## src/rtl/mole_pkg.sv

```systemverilog
// Shared constants for the whack-a-mole round controller: state codes,
// hole/score widths and the spawn helper.
package mole_pkg;

  localparam int NUM_HOLES = 5;
  localparam int HOLE_W    = 3;
  localparam int SCORE_W   = 8;
  localparam int TMR_W     = 8;

  localparam logic [HOLE_W-1:0] INVALID_GUESS = 3'd5;

  localparam logic [2:0] ST_IDLE   = 3'd0;
  localparam logic [2:0] ST_SPAWN  = 3'd1;
  localparam logic [2:0] ST_SHOW   = 3'd2;
  localparam logic [2:0] ST_RESULT = 3'd3;
  localparam logic [2:0] ST_DONE   = 3'd4;

  // Map a random value onto a hole, stepping to the next hole on a repeat.
  function automatic logic [HOLE_W-1:0] pick_hole(input logic [4:0] r,
                                                  input logic [HOLE_W-1:0] prev);
    logic [4:0] m;
    m = r % 5'(NUM_HOLES);
    if (m[HOLE_W-1:0] == prev)
      m = (m == 5'(NUM_HOLES - 1)) ? 5'd0 : m + 5'd1;
    return m[HOLE_W-1:0];
  endfunction

endpackage

```

## src/rtl/tick_timer.sv

```systemverilog
// Loadable down counter that decrements on tick and flags zero.
module tick_timer #(
  parameter int W = 8
) (
  input  logic         clk,
  input  logic         rst,
  input  logic         load,
  input  logic [W-1:0] load_val,
  input  logic         tick,
  output logic         zero
);

  logic [W-1:0] count;

  always_ff @(posedge clk) begin
    if (rst)                         count <= '0;
    else if (load)                   count <= load_val;
    else if (tick && count != '0)    count <= count - 1'b1;
  end

  assign zero = (count == '0);

endmodule

```

## src/rtl/mole_round_ctrl.sv

```systemverilog
// Round controller: spawns a mole, judges guesses or timeouts, keeps score
// and round count, and stops after ROUNDS rounds.
module mole_round_ctrl
  import mole_pkg::*;
#(
  parameter int ROUNDS       = 10,
  parameter int SHOW_TICKS   = 8,
  parameter int RESULT_TICKS = 2
) (
  input  logic               clk,
  input  logic               rst,
  input  logic               tick,
  input  logic               start,
  input  logic               guess_valid,
  input  logic [HOLE_W-1:0]  guess,
  input  logic [4:0]         rand_val,
  output logic [NUM_HOLES-1:0] mole_onehot,
  output logic [HOLE_W-1:0]  mole_idx,
  output logic               hit,
  output logic               miss,
  output logic [SCORE_W-1:0] score,
  output logic [3:0]         round,
  output logic               done
);

  logic [2:0]       state;
  logic             tmr_load;
  logic [TMR_W-1:0] tmr_val;
  logic             tmr_zero;
  logic             expire;
  logic             correct;
  logic [3:0]       next_round;

  assign expire     = tick && tmr_zero;
  assign correct    = (guess < INVALID_GUESS) && (guess == mole_idx);
  assign next_round = round + 4'd1;

  always_comb begin
    tmr_load = 1'b0;
    tmr_val  = '0;
    if (state == ST_SPAWN) begin
      tmr_load = 1'b1;
      tmr_val  = TMR_W'(SHOW_TICKS - 1);
    end else if (state == ST_SHOW && (guess_valid || expire)) begin
      tmr_load = 1'b1;
      tmr_val  = TMR_W'(RESULT_TICKS - 1);
    end
  end

  tick_timer #(.W(TMR_W)) u_timer (
    .clk      (clk),
    .rst      (rst),
    .load     (tmr_load),
    .load_val (tmr_val),
    .tick     (tick),
    .zero     (tmr_zero)
  );

  always_ff @(posedge clk) begin
    if (rst) begin
      state    <= ST_IDLE;
      mole_idx <= '0;
      hit      <= 1'b0;
      miss     <= 1'b0;
      score    <= '0;
      round    <= '0;
    end else begin
      hit  <= 1'b0;
      miss <= 1'b0;
      case (state)
        ST_IDLE, ST_DONE: if (start) begin
          state <= ST_SPAWN;
          score <= '0;
          round <= '0;
        end
        ST_SPAWN: begin
          mole_idx <= pick_hole(rand_val, mole_idx);
          state    <= ST_SHOW;
        end
        ST_SHOW: begin
          // A guess on the same edge as the timeout takes precedence.
          if (guess_valid) begin
            state <= ST_RESULT;
            if (correct) begin
              hit <= 1'b1;
              if (score != '1) score <= score + 1'b1;
            end else begin
              miss <= 1'b1;
            end
          end else if (expire) begin
            state <= ST_RESULT;
            miss  <= 1'b1;
          end
        end
        ST_RESULT: if (expire) begin
          round <= next_round;
          state <= (next_round == 4'(ROUNDS)) ? ST_DONE : ST_SPAWN;
        end
        default: state <= ST_IDLE;
      endcase
    end
  end

  assign mole_onehot = (state == ST_SHOW) ? (NUM_HOLES'(1) << mole_idx) : '0;
  assign done        = (state == ST_DONE);

endmodule

```

## config.mk

```make
export PLATFORM = sky130hd
export DESIGN_NAME = mole_round_ctrl
export DESIGN_NICKNAME = d
export VERILOG_FILES = /design/src/rtl/mole_pkg.sv /design/src/rtl/tick_timer.sv /design/src/rtl/mole_round_ctrl.sv
export SDC_FILE = /design/constraint.sdc
export NUM_CORES = 1
export LEC_CHECK = 0
export CAP_MARGIN = 20
export CORE_MARGIN = 1.5
export CORE_UTILIZATION = 53
export DETAILED_ROUTE_END_ITERATION = 8
export PLACE_DENSITY_LB_ADDON = 0.25
export SYNTH_ARGS = -nofsm -noshare
export SYNTH_HDL_FRONTEND = slang
export SYNTH_SLANG_ARGS = --single-unit
```

## constraint.sdc

```tcl
create_clock -name clk -period 2.26 [get_ports clk]
set_input_delay 0.452 -clock clk [delete_from_list [all_inputs] [get_ports clk]]
set_output_delay 0.452 -clock clk [all_outputs]
set_load 0.01 [all_outputs]
```

==> metrics, run 1 <==
wire length on met1 2180 um; leak pwr 1.08 nW; setup slack after layout 72.6 ps; GRT overflow 0; clock skew 3.13 ps; worst slew pin tran 424 ps; Via Count 2157; residual DRC count 0; fmax 0.457 GHz; Seq/Total Area, Yosys 28.1%; fin cells 368; EDFF count, synth 0; # hold bufs at CTS 0; chip height 64.4 um; CTS max path bufs 2; Clk network pwr share 21.4%; Highest Signal Layer met4; antenna-violating nets left 0; hold depth 2; largest net degree at the start of global routing 17; Setup TNS 0 ps; Critical Path RT 2470 ps; DIE AREA 4150 um^2; Comb power frac 45.1%; hold crit path type flip-flop to flip-flop; first-pass GRT wire length 8280 um; post-synth cell types 62; Initial Util 55.0%; Routed met3 length 140 um; Ys Warns 0; detailed-router iteration count before antenna repair 4; ratio of final minimum period to clock period 96.8%; CP Launch Type input pin; Post-Syn Instances 255; Max Transition Viols Final 0; CTS tree yes; CTS H-tree depth 1; final hold vios 0; kind of end point of the critical path flip-flop; Sw Share 35.2%; vias in the first global route 1922; 1st-iter DRT viols 120; min Tclk post-route 2190 ps; Yosys reg bits 28; final WL 5030 um; vias per cell 5.86; Worst Path Class, Setup input pin to flip-flop; Core Region 3630 um^2; initial antenna violation count 0; Netlist Area Pre-Place 2000 um^2; CTS buffer count 3; R2R depth 7; row count 22; Met2 Wirelength 2640 um; cell-internal power 0.00121 W; layout cells sized above 1 20.0%; # setup viols final 0; insertion delay to the later sink of the worst-skew pair 280 ps; PD cells 677 nW/um^2; Flop pwr share 33.5%; die width 64.4 um; Root Driver clkbuf_8; DP HPWL 3690 um; status finished clean; ant diodes 0; Top Ports 36; placed cells 362; worst-path fanout max 5; Global Route Usage Sum 24.5%; Port Buffers 35; Worst-path clk slew 100 ps; nets 338; Mean Syn Cell Area 7.84 um^2; ys flop type dfxtp_1; Max-Slew Margin vs Limit 71.7%; VDD IR-drop max 360 uV; Switch Pwr 0.000657 W; Routed WL per cell 13.7 um; CP arrival 2400 ps; pre-CTS setup slack -244 ps; clock sink count 28; ys async rst share 0%; max_cap viols 0; Layout area overhead 37.9%; Syn Nets 272; global placer's final weighted congestion 0.843
==> critical path, cell delays in order <==
cell and delay [ps]:
clkdlybuf4s50_1 510, or4b_4 480, o31ai_2 110, a32oi_2 180, buf_4 200, or3_1 340
a21oi_1 140
==> Yosys cell counts (3+ instances only) <==
cell | instances | area (um^2)
a31oi_1 | 5 | 31.3
nand2_1 | 16 | 60.1
a21o_1 | 3 | 22.5
ha_1 | 4 | 50.1
inv_1 | 11 | 41.3
xnor2_1 | 3 | 26.3
nand3b_1 | 5 | 37.5
nor2b_1 | 6 | 37.5
o22ai_1 | 3 | 18.8
or3_1 | 11 | 68.8
nor2_1 | 24 | 90.1
and3_1 | 4 | 25.0
a221oi_1 | 4 | 35.0
o211ai_1 | 3 | 22.5
xor2_1 | 8 | 70.1
o21ai_0 | 16 | 80.1
nand2b_1 | 6 | 37.5
a21oi_1 | 16 | 80.1
buf_2 | 4 | 20.0
nor3_1 | 9 | 45.0
nor3b_1 | 4 | 30.0
nand3_1 | 4 | 20.0
clkbuf_1 | 6 | 22.5
nand4_1 | 7 | 43.8
dfxtp_1 | 28 | 561
==> power by group through the flow <==
stage | clock, W | combinational (W) | sequential (W)
floorplan | 0 | 0.000539 | 0.000630
global placement | 0 | 0.000779 | 0.000628
detailed placement | 0 | 0.000798 | 0.000632
CTS | 0.000400 | 0.000808 | 0.000622
global route | 0.000422 | 0.000916 | 0.000633
finish | 0.000399 | 0.000842 | 0.000626
==> sequential cells by signal, indices dropped and copies added, names as in the netlist <==
register	flops
mole_idx	3
state	3
score	8
u_timer.count	8
round	4
miss	1
hit	1
==> cell families after synthesis <==
group           after synthesis  synth area share, %
flops                        28                 28.1
fa+ha+maj                     4                 2.50
buf+inv                      25                 5.95
xor+xnor                     11                 4.82
simple gates                114                 33.4
compound gates               73                 25.2
==> cell type report <==
type	count	area [um^2]
multi-input cells	202	1360
well taps	48	60.1
inverters	11	41.3
flip-flops and latches	28	562
clock inverters	1	30.0
clock buffers	3	41.3
repair buffers	75	658
fillers	275	877
==> timing repair <==
item | in CTS | in global routing
pin swaps | 0 | 3
endpoints found under the hold margin | 0 | 0
gates resized for setup | 3 | 13
cloned | 0 | 1
endpoints found under the setup margin | 5 | 12
setup buffers | 0 | 1
==> stage by stage <==
stage | instance area (um^2) | hold WS, ps | total power [W] | util (%)
after floorplan | 2000 | 499 | 0.00117 | -
after global placement | 2620 | 485 | 0.00141 | 72.0
after detailed placement | 2620 | 503 | 0.00143 | 72.0
after CTS | 2700 | 517 | 0.00183 | 74.2
after global routing | 2760 | 547 | 0.00197 | 75.9
final | 2760 | 513 | 0.00187 | 75.9
==> metal layers <==
layer  vias up  track usage (%)
li1       1073                -
met1      1031             28.3
met2        45             46.6
met3         8             3.17
met4         0             6.65
met5         -                0
==> final timing paths <==
kind / startpoint / end / slack (ps)
worst max-delay path: guess[2] / score[3]$_SDFFE_PP0P_ / 70
worst min-delay path: score[5]$_SDFFE_PP0P_ / score[5]$_SDFFE_PP0P_ / 510
worst max register to register: mole_idx[0]$_SDFFE_PP0P_ / score[3]$_SDFFE_PP0P_ / 210
worst min register to register: score[5]$_SDFFE_PP0P_ / score[5]$_SDFFE_PP0P_ / 510
==> cells in the final DEF (no fill, tap or decap), drive strengths merged, types with 5 or more instances in the layout <==
| master | count |
|---|---|
| buf | 40 |
| clkdlybuf4s50 | 31 |
| dfxtp | 28 |
| nor2 | 24 |
| nand2 | 16 |
| a21oi | 16 |
| o21ai | 16 |
| or3 | 12 |
| inv | 11 |
| nor3 | 9 |
| xor2 | 8 |
| nand4 | 7 |
| nand2b | 7 |
| nor2b | 6 |
| nand3b | 5 |
| a31oi | 5 |
| and3 | 5 |
| nor3b | 5 |
(Power assumes the default switching activity.)
==> run 2: changes to the inputs <==
Settings changed: PLACE_DENSITY set to 0.9, PLACE_DENSITY_LB_ADDON 0.25 to not set.
==> metrics, run 2 (synthesis results as in run 1) <==
Worst Path Class, Setup flip-flop to primary output; Port Buffers 35; top flop regs score x8, u_timer.count x8, round x4; CP Launch Type flip-flop; insertion delay to the later sink of the worst-skew pair 280 ps; vias per cell 5.95; worst-path fanout max 4; Core Region 3630 um^2; CTS buffer count 3; kind of end point of the critical path primary output; Routed WL per cell 14.3 um; WHS 520 ps; final hold vios 0; fmax 0.455 GHz; row count 22; CTS H-tree depth 1; clock skew 6.08 ps; placed cells 357; unrepaired setup endpoints after global routing false; Top Ports 36; Via Count 2155; commonest non-fill, non-tap cell in the layout buf_4; post-CTS setup buffers 0; area post-placement 2580 um^2; final WL 5160 um; most frequent cells in the layout buf_4, clkdlybuf4s50_1, dfxtp_1; clock sink count 28; Layout area overhead 34.8%; worst slew pin tran 425 ps; Max Transition Viols Final 0; DP HPWL 3780 um; detailed-router iteration count before antenna repair 4; antenna-violating nets left 0; VDD IR-drop max 447 uV; CTS tree yes; leak pwr 1.10 nW; # hold bufs at CTS 0; die width 64.4 um; Max-Slew Margin vs Limit 71.5%; residual DRC count 0; hold crit path type flip-flop to flip-flop; vias in the first global route 2062; Initial Util 55.0%; Setup TNS 0 ps; Root Driver clkbuf_8; CTS max path bufs 2; Worst-path clk slew 100 ps; max_cap viols 0; first-pass GRT wire length 8440 um; CP arrival 1750 ps; initial antenna violation count 0; 1st-iter DRT viols 178; Final Instance Area 2690 um^2; fin cells 362; Global Route Usage Sum 25.0%; global placer's final weighted congestion 0.863; PD cells 689 nW/um^2; layout cells sized above 1 16.9%; ant diodes 0; min Tclk post-route 2200 ps; # setup viols final 0; Critical Path RT 1810 ps; ratio of final minimum period to clock period 97.3%; worst reg2reg setup slack 200 ps; GRT overflow 0; status finished clean; final core utilization 74.1%; largest net degree at the start of global routing 19; nets 332; chip height 64.4 um; DIE AREA 4150 um^2
[run 2: critical path, stage by stage (launching register included)]
cell	delay [ps]
dfxtp_1	330
buf_4	150
nor3_2	150
buf_4	150
and3_2	170
clkdlybuf4s50_1	530
[run 2: area by class of cell]
type	instances	area [um^2]
Tap cell	48	60.1
Fill cell	286	940
Inverter	11	41.3
Clock inverter	1	30.0
Clock buffer	3	41.3
Timing Repair Buffer	69	621
Multi-Input combinational cell	202	1340
Sequential cell	28	561
[run 2: where the power goes]
| group | internal (W) | switching (W) |
|---|---|---|
| logic | 0.000392 | 0.000442 |
| registers | 0.000561 | 0.0000647 |
| clock network | 0.000237 | 0.000160 |
| total | 0.00119 | 0.000667 |
[run 2: worst paths after layout]
check                                         startpoint                     to  depth (start not counted)
worst max-delay path            mole_idx[2]$_SDFFE_PP0P_         mole_onehot[3]                          5
worst min-delay path               score[5]$_SDFFE_PP0P_  score[5]$_SDFFE_PP0P_                          2
worst max register to register  mole_idx[0]$_SDFFE_PP0P_  score[4]$_SDFFE_PP0P_                          7
worst min register to register     score[5]$_SDFFE_PP0P_  score[5]$_SDFFE_PP0P_                          2
[run 2: layer usage]
| layer | vias up | wire length [um] | share of wire (%) | track usage (%) |
|---|---|---|---|---|
| met4 | 0 | 78 | 1.5 | 10.6 |
| met2 | 72 | 2700 | 52 | 46.9 |
| met1 | 1013 | 2170 | 42 | 27.6 |
| li1 | 1059 | - | - | - |
| met5 | - | 0 | 0 | 0 |
| met3 | 11 | 216 | 4.2 | 3.70 |
[run 2: repair_timing]
item                       4_1_cts  5_1_grt
pin swaps                        0        1
resized for setup                1        9
setup endpoints to repair        1        9
cloned                           0        1
[run 2: per-stage QoR]
stage,power (W),setup WS [ps]
3_3_place_gp,0.00140,-142
6_report,0.00186,61.6
2_1_floorplan,0.00117,289
5_1_grt,0.00197,5.06
3_5_place_dp,0.00143,-231
4_1_cts,0.00184,12.6
==> run 3: changes to the inputs <==
Settings changed: CORE_MARGIN 1.5 to 1.
==> metrics, run 3 (synthesis results as in run 1) <==
status finished clean; max_cap viols 0; PD cells 646 nW/um^2; DIE AREA 4020 um^2; CTS buffer count 3; GRT met1 Usage 30.9%; clock sink count 28; leak pwr 1.03 nW; worst slew pin tran 441 ps; Via Count 2126; area post-placement 2580 um^2; # setup viols final 0; largest net degree at the start of global routing 15; GRT busiest layer met2; CTS max path bufs 2; worst-path fanout max 11; insertion delay to the later sink of the worst-skew pair 270 ps; most frequent cells in the layout buf_4, clkdlybuf4s50_1, dfxtp_1; row count 21; DP HPWL 3750 um; Root Driver clkbuf_8; Max-Slew Margin vs Limit 70.4%; CP arrival 2390 ps; pre-CTS setup slack -258 ps; Global Route Usage Sum 26.0%; Sw Share 37.5%; fmax 0.458 GHz; initial antenna violation count 0; post-CTS setup buffers 0; vias per cell 5.94; chip height 63.4 um; top flop regs score x8, u_timer.count x8, round x4; Worst Path Class, Setup input pin to flip-flop; Flop pwr share 37.5%; met2 usage 47.9%; Layout area overhead 32.1%; Port Buffers 35; Comb power frac 46.7%; antenna-violating nets left 0; ratio of final minimum period to clock period 96.7%; ant diodes 0; hold crit path type flip-flop to flip-flop; Initial Util 57.6%; residual DRC count 0; Worst-path clk slew 90 ps; Final Instance Area 2640 um^2; commonest non-fill, non-tap cell in the layout buf_4; GRT overflow 0; Switch Pwr 0.000639 W; clock skew 3.27 ps; # hold bufs at CTS 0; nets 331; die width 63.4 um; CP Launch Type input pin; vias in the first global route 2060; Clk network pwr share 15.9%; final WL 4880 um; unrepaired setup endpoints after global routing false; Top Ports 36; detailed-router iteration count before antenna repair 4; 1st-iter DRT viols 104; CTS tree yes; worst reg2reg setup slack 260 ps; Routed WL per cell 13.6 um; final hold vios 0; Core Region 3470 um^2; first-pass GRT wire length 8700 um; layout cells sized above 1 16.3%; global placer's final weighted congestion 0.855; min Tclk post-route 2180 ps; kind of end point of the critical path flip-flop; Critical Path RT 2470 ps; VDD IR-drop max 447 uV; met3 usage 3.62%; CTS H-tree depth 1; setup slack after layout 75.6 ps; cell-internal power 0.00107 W; Max Transition Viols Final 0
run 3: layout make-up:
cell class	instances	area [um^2]
well taps	46	57.6
inverters	11	41.3
repair buffers	68	602
clock buffers	3	41.3
multi-input cells	202	1340
fillers	274	830
flip-flops and latches	28	562
run 3: timing repair:
| item | in CTS | in global routing |
|---|---|---|
| gates resized for setup | 3 | 5 |
| endpoints found under the setup margin | 3 | 4 |
| cloned | 0 | 0 |
run 3: final timing paths:
kind,from,to,cells after the start
worst max-delay path,guess[1],score[4]$_SDFFE_PP0P_,7
worst min-delay path,score[5]$_SDFFE_PP0P_,score[5]$_SDFFE_PP0P_,2
worst max register to register,u_timer.count[2]$_SDFFE_PP0P_,u_timer.count[4]$_SDFFE_PP0P_,6
worst min register to register,score[5]$_SDFFE_PP0P_,score[5]$_SDFFE_PP0P_,2
run 3: power groups by stage:
stage | sequential [W] | clock, W | combinational (W)
finish | 0.000639 | 0.000271 | 0.000796
global route | 0.000651 | 0.000301 | 0.000881
CTS | 0.000634 | 0.000280 | 0.000787
detailed placement | 0.000643 | 0 | 0.000779
global placement | 0.000639 | 0 | 0.000748
floorplan | 0.000630 | 0 | 0.000539
run 3: per-stage QoR:
step	setup TNS [ps]	power [W]	util, %	hold WS [ps]	instances
2_1_floorplan	0	0.00117	-	499	255
3_3_place_gp	-1290	0.00139	74.3	488	355
3_5_place_dp	-1850	0.00142	74.3	494	355
5_1_grt	0	0.00183	76.1	523	358
6_report	0	0.00171	76.1	500	358
4_1_cts	0	0.00170	75.6	508	358
run 3: metal layers:
layer / vias to the layer above / wire [um]
met1: 1008 / 2170
met5: - / 0
met3: 10 / 182
li1: 1056 / -
met4: 0 / 71
met2: 52 / 2460
run 3: worst max-delay path, cell delays in order:
cell and delay (ps):
clkdlybuf4s50_1 440, or4b_4 530, o31ai_2 100, a32oi_1 170
buf_4 190, or3_1 340, a21oi_1 160
